**src/rtl/cmp_pipe_if.sv**
```systemverilog
// Request/response bundle for cmp_pipe: request handshake, operands,
// flush, and the result handshake with its flags.
interface cmp_pipe_if #(
  parameter int WIDTH = 32
);
  logic             in_valid;
  logic             in_ready;
  logic [1:0]       Op;
  logic [WIDTH-1:0] In1;
  logic [WIDTH-1:0] In2;
  logic             Flush;
  logic             out_valid;
  logic             out_ready;
  logic [WIDTH-1:0] Out;
  logic             Carry;
  logic             Overflow;
  logic             Zero;
  logic             Negative;

  modport master (
    output in_valid, Op, In1, In2, Flush, out_ready,
    input  in_ready, out_valid, Out, Carry, Overflow, Zero, Negative
  );

  modport slave (
    input  in_valid, Op, In1, In2, Flush, out_ready,
    output in_ready, out_valid, Out, Carry, Overflow, Zero, Negative
  );
endinterface

```
**src/rtl/cmp_pipe.sv**
```systemverilog
// Slice-serial add/subtract/compare unit. An accepted request is processed
// SLICE bits per cycle from the LSB, rippling the carry through a register,
// and the result plus flags are presented once the last slice is done.
// WIDTH must be a non-zero multiple of SLICE.
module cmp_pipe #(
  parameter int WIDTH = 32,
  parameter int SLICE = 8
) (
  input logic       clk,
  input logic       rst,
  cmp_pipe_if.slave bus
);
  localparam int N  = WIDTH / SLICE;
  localparam int KW = (N > 1) ? $clog2(N) : 1;

  localparam logic [1:0] OP_SUB  = 2'b00;
  localparam logic [1:0] OP_ADD  = 2'b01;
  localparam logic [1:0] OP_CMPS = 2'b10;
  localparam logic [1:0] OP_CMPU = 2'b11;

  typedef enum logic [1:0] {IDLE = 2'd0, BUSY = 2'd1, DONE = 2'd2} state_t;

  state_t           state;
  logic [KW-1:0]    k;
  logic [WIDTH-1:0] op_a;
  logic [WIDTH-1:0] op_b;
  logic [WIDTH-1:0] res;
  logic [1:0]       op;
  logic             cin;

  logic             out_valid_r;
  logic [WIDTH-1:0] out_r;
  logic             carry_r;
  logic             ovf_r;
  logic             zero_r;
  logic             neg_r;

  logic [SLICE:0]   slice_sum;
  logic [WIDTH-1:0] res_next;
  logic [WIDTH-1:0] out_next;
  logic             ovf_next;
  logic             accept;
  logic             last;
  int               base;

  assign bus.in_ready  = (state == IDLE) | ((state == DONE) & bus.out_ready);
  assign bus.out_valid = out_valid_r;
  assign bus.Out       = out_r;
  assign bus.Carry     = carry_r;
  assign bus.Overflow  = ovf_r;
  assign bus.Zero      = zero_r;
  assign bus.Negative  = neg_r;

  assign accept = bus.in_valid & bus.in_ready;
  assign last   = (k == KW'(N - 1));

  // Add the current slice and build the full result/flags as they would be
  // if this were the final slice; only used when last is set.
  always_comb begin
    base      = int'(k) * SLICE;
    slice_sum = {1'b0, op_a[base +: SLICE]} + {1'b0, op_b[base +: SLICE]}
                + {{SLICE{1'b0}}, cin};
    res_next  = res;
    res_next[base +: SLICE] = slice_sum[SLICE-1:0];
    ovf_next  = (op_a[WIDTH-1] == op_b[WIDTH-1]) & (res_next[WIDTH-1] != op_a[WIDTH-1]);
    out_next  = '0;
    case (op)
      OP_CMPS: out_next[0] = res_next[WIDTH-1] ^ ovf_next;
      OP_CMPU: out_next[0] = ~slice_sum[SLICE];
      default: out_next    = res_next;
    endcase
  end

  // Control FSM: accept, step one slice per BUSY cycle, hold result in DONE.
  // Flush beats everything; visible outputs change only on entry to DONE.
  always_ff @(posedge clk or posedge rst) begin
    if (rst) begin
      state       <= IDLE;
      k           <= '0;
      op_a        <= '0;
      op_b        <= '0;
      res         <= '0;
      op          <= OP_SUB;
      cin         <= 1'b0;
      out_valid_r <= 1'b0;
      out_r       <= '0;
      carry_r     <= 1'b0;
      ovf_r       <= 1'b0;
      zero_r      <= 1'b0;
      neg_r       <= 1'b0;
    end else if (bus.Flush) begin
      state       <= IDLE;
      k           <= '0;
      out_valid_r <= 1'b0;
    end else if (accept) begin
      op_a        <= bus.In1;
      op_b        <= (bus.Op == OP_ADD) ? bus.In2 : ~bus.In2;
      op          <= bus.Op;
      cin         <= (bus.Op != OP_ADD);
      k           <= '0;
      state       <= BUSY;
      out_valid_r <= 1'b0;
    end else if ((state == DONE) && bus.out_ready) begin
      state       <= IDLE;
      out_valid_r <= 1'b0;
    end else if (state == BUSY) begin
      res <= res_next;
      cin <= slice_sum[SLICE];
      if (last) begin
        state       <= DONE;
        out_valid_r <= 1'b1;
        out_r       <= out_next;
        carry_r     <= slice_sum[SLICE];
        ovf_r       <= ovf_next;
        zero_r      <= (res_next == '0);
        neg_r       <= res_next[WIDTH-1];
      end else begin
        k <= k + 1'b1;
      end
    end
  end
endmodule

```
**src/flat_wrapper.sv**
```systemverilog
// flat-port wrapper written by rule: the top's interface ports become plain ports
module cmp_pipe_flat 
#(
  parameter int WIDTH = 32,
  parameter int SLICE = 8
)
  (clk, rst, bus_in_valid, bus_Op, bus_In1, bus_In2, bus_Flush, bus_out_ready, bus_in_ready, bus_out_valid, bus_Out, bus_Carry, bus_Overflow, bus_Zero, bus_Negative);
  cmp_pipe_if #(.WIDTH(WIDTH)) bus_i ();
  input logic clk;
  input logic rst;
  input wire logic [$bits(bus_i.in_valid)-1:0] bus_in_valid;
  input wire logic [$bits(bus_i.Op)-1:0] bus_Op;
  input wire logic [$bits(bus_i.In1)-1:0] bus_In1;
  input wire logic [$bits(bus_i.In2)-1:0] bus_In2;
  input wire logic [$bits(bus_i.Flush)-1:0] bus_Flush;
  input wire logic [$bits(bus_i.out_ready)-1:0] bus_out_ready;
  output wire logic [$bits(bus_i.in_ready)-1:0] bus_in_ready;
  output wire logic [$bits(bus_i.out_valid)-1:0] bus_out_valid;
  output wire logic [$bits(bus_i.Out)-1:0] bus_Out;
  output wire logic [$bits(bus_i.Carry)-1:0] bus_Carry;
  output wire logic [$bits(bus_i.Overflow)-1:0] bus_Overflow;
  output wire logic [$bits(bus_i.Zero)-1:0] bus_Zero;
  output wire logic [$bits(bus_i.Negative)-1:0] bus_Negative;
  assign bus_i.in_valid = bus_in_valid;
  assign bus_i.Op = bus_Op;
  assign bus_i.In1 = bus_In1;
  assign bus_i.In2 = bus_In2;
  assign bus_i.Flush = bus_Flush;
  assign bus_i.out_ready = bus_out_ready;
  assign bus_in_ready = bus_i.in_ready;
  assign bus_out_valid = bus_i.out_valid;
  assign bus_Out = bus_i.Out;
  assign bus_Carry = bus_i.Carry;
  assign bus_Overflow = bus_i.Overflow;
  assign bus_Zero = bus_i.Zero;
  assign bus_Negative = bus_i.Negative;
  cmp_pipe #(.WIDTH(WIDTH), .SLICE(SLICE)) u_core (.clk(clk), .rst(rst), .bus(bus_i));
endmodule
```
**config.mk**
```make
export PLATFORM = sky130hd
export DESIGN_NAME = cmp_pipe_flat
export DESIGN_NICKNAME = d
export VERILOG_FILES = /design/src/rtl/cmp_pipe_if.sv /design/src/rtl/cmp_pipe.sv /design/src/flat_wrapper.sv
export SDC_FILE = /design/constraint.sdc
export NUM_CORES = 1
export LEC_CHECK = 0
export CAP_MARGIN = 15
export CORE_MARGIN = 2
export CORE_UTILIZATION = 35
export DETAILED_ROUTE_END_ITERATION = 6
export GPL_TIMING_DRIVEN = 0
export PLACE_DENSITY = 0.63
export SLEW_MARGIN = 10
export SYNTH_ARGS = -nofsm -noshare
export SYNTH_HDL_FRONTEND = slang
export SYNTH_SLANG_ARGS = --single-unit
```
**constraint.sdc**
```tcl
create_clock -name clk -period 3.79 [get_ports clk]
set_input_delay 0.379 -clock clk [delete_from_list [all_inputs] [get_ports clk]]
set_output_delay 0.379 -clock clk [all_outputs]
set_load 0.03 [all_outputs]
```
==> run metrics <==
status finished clean; first-pass GRT wire length 28060 µm; Flop pwr share 37.8%; Final nets 847; Pwr Total 4735 µW; height of the die 142.9 µm; Max Cap Viol 0; Final WS setup 0.1489 ns; layout cells sized above 1 15.50%; DP HPWL 12830 µm; Mapped Area 6755 µm²; maximum vdd drop 448.3 µV; Worst Hold Class input port to async pin; fin crit period 3.641 ns; setup TNS 0 ns; PortBufs 108; Synth Area per Inst 10.86 µm²; multiplexer share of the synthesized area 11.32%; fill cell count 1790; FF+latch area 3480 µm²; post-route cell area 8925 µm²; arrival time at the worst endpoint 4.00 ns; via count 5157; Required @ worst endpoint 4.15 ns; Main synth FF type dfrtp_1; register area share after synthesis 51.49%; R2R Path End u_core.bus.Zero; Rel. slew slack 32.60%; P_leak 0.003764 µW; Sw Share 32.47%; antenna cells 0; area of the multi-input gates 3134 µm²; Synth top area share 51.49%; Die W 142.9 µm; FF+latch count, synth 139; Hold Fails Final Rpt 0; pwr/cell area 530.5 nW/µm²; clk_skew 0.007392 ns; Power Internal 3197 µW; Hold Slack 0.4606 ns; syn nets 708; Synth Area in Simple Gates 11.43%; YS warnings 0; via density per instance 4.987; total grt overflow 0; initial drt markers 273; Fmax 0.2746 GHz; Clk pin slew, worst setup/hold paths 0.06 ns; FF-to-FF path depth 12; top post-synthesis cells by area dfrtp_1 51%, o21ai_0 6.1%, mux2_2 5.8%, mux4_2 5.3%, nand2_1 5.2%; placed cell area 8227 µm²; First-pass DRT Iterations 4; critical path type flop to flop; RR Startpoint u_core.k[0]; vias in the first global route 5173; max-slew violation count 0; Worst Setup EP u_core.bus.Zero; CTS tree done; Area Overhead vs Synth 32.12%; share of flip-flops with an asynchronous set or reset 100.0%; XOR/XNOR share of the synthesized area 5.279%; mean routed wirelength per cell 16.97 µm; residual DRC count 0; H-tree depth 4; worst-skew pair later-pin latency 0.43 ns; crit path launch u_core.k[0]; die area 20430 µm²; total routed wirelength 17550 µm; CTS root buf clkbuf_16; Compound-Gate Fraction of Synth Area 14.45%; Yosys cell types 53; core area 18830 µm²; Post-synth EDFFs 0; Post-DRT Antenna Nets 0; r2r setup slk 0.15 ns; Gate power share 29.2%; cells after synthesis 622; CTS buffer count 17; final setup fails 0; number of I/O pins 109; switching pwr 1538 µW; Yosys top cell by area dfrtp_1; FP Rows 50; final period utilization 96.07%; largest net degree at the start of global routing 38; startpoint type of the worst setup path flop; starting density of the core 35.87%; Clock Power Share 33.0%; initial antenna violation count 0; Clock Sinks 139; Worst-Margin Slew 0.9969 ns; Place WS -0.7768 ns; crit-path max FO 10; GRT Overall Usage 18.09%; unrepaired setup endpoints after global routing no; Synth Area in Adders 3.149%; largest family of logic cells by synthesized area compound AO/OA/AOI/OAI gates; routability cong. 0.8390; CTS Hold Bufs 0; Clock Tree Buf Depth 2; CP endpoint kind flop
==> Yosys cell counts (7+ instances only) <==
library cell  count
nor3_1            9
nand2b_1          7
xor2_1           33
a22o_1           19
nand2_1          94
a22oi_1           9
inv_1            18
nor2_1           16
dfrtp_1         139
ha_1             13
a21oi_1          28
o21ai_0          82
clkbuf_1         25
o22ai_1           7
nor2b_1          12
mux2_2           35
mux4_2           16
==> power by group through the flow <==
| stage | clock network (µW) | logic (µW) | registers (µW) |
|---|---|---|---|
| floorplan | 0 | 789 | 1780 |
| global placement | 0 | 1160 | 1810 |
| detailed placement | 0 | 1170 | 1810 |
| CTS | 1580 | 1340 | 1790 |
| global route | 1660 | 1500 | 1810 |
| finish | 1560 | 1380 | 1790 |
==> layout by cell type, fill, tap and decap left out, types with 3 or more instances in the layout <==
master and n:
a21oi_1 28, a22o_1 19, a22oi_1 9, buf_1 3, buf_12 3, buf_2 3, buf_4 10, clkbuf_1 23
clkbuf_16 17, clkdlybuf4s50_1 108, clkinv_2 5, clkinvlp_4 7, dfrtp_1 138, ha_1 13, inv_1 17, mux2_2 35
mux4_2 16, nand2_1 94, nand2b_1 7, nand3_1 3, nand4bb_1 3, nor2_1 16, nor2b_1 12, nor3_1 9
o21ai_0 82, o22ai_1 7, xnor2_2 3, xor2_1 32
==> layout make-up <==
type                            count  area share (%)
Sequential cell                   139           38.99
Multi-Input combinational cell    432           35.12
Timing Repair Buffer              120           13.54
Clock buffer                       17           4.767
Tap cell                          260           3.645
Buffer                             32           1.682
Clock inverter                     15           1.416
Inverter                           19          0.8412
==> worst min-delay path by stage <==
stage                    endpoint                from  slack [ns]  cells after the start
6_report           u_core.op_b[8]                 rst        0.46                      2
5_1_grt        u_core.bus.Out[18]  u_core.bus.Out[18]        0.49                      2
4_1_cts            u_core.res[31]                 rst        0.48                      2
3_5_place_dp      u_core.op_b[30]     u_core.op_b[30]        0.47                      2
3_3_place_gp       u_core.res[24]      u_core.res[24]        0.46                      2
2_1_floorplan     u_core.state[1]           bus_Flush        0.44                      1
==> layer usage <==
layer	part of all wire [%]	global-route usage, %	wire length, µm	vias up
li1	-	-	-	2485
met1	45	24.18	7978	2496
met2	48	29.04	8379	149
met3	4.7	4.594	817	27
met4	2.1	5.472	375	0
met5	0	0	0	-
==> per-stage QoR <==
step                      utilization (%)  instances
after floorplan                         -        622
after global placement              43.37        990
after detailed placement            43.69        993
after CTS                           47.24       1033
after global routing                47.40       1034
final                               47.40       1034
==> cells by family after synthesis <==
logic type      after synthesis
mux                          52
fa+ha+maj                    16
simple gates                163
xor+xnor                     39
compound gates              162
buf+inv                      51
flops                       139
==> state kept, by name (all words and copies together) (netlist names), 2 cells and up <==
name	cells
u_core.op_a	32
u_core.res	32
u_core.op_b	32
u_core.k	2
u_core.op	2
u_core.bus.Out	32
u_core.state	2
==> timing repair <==
item / in CTS / in global routing
setup endpoints to repair: 29 / 4
buffers inserted: 8 / 1
pin swaps: 2 / 0
gates resized for setup: 14 / 9
gates cloned: 0 / 0
==> worst max-delay path, stage by stage, from the launching register on <==
cell and delay [ns]:
dfrtp_2 0.38, buf_8 0.17, mux4_2 0.57, fa_2 0.40, inv_1 0.08, fa_2 0.25, xor2_4 0.22, a21oi_2 0.05
nor4_2 0.28, o2111ai_1 0.13, or4_1 0.54, nor4_2 0.30, a32o_1 0.19
Note: power is estimated with default switching activity, not from simulation.
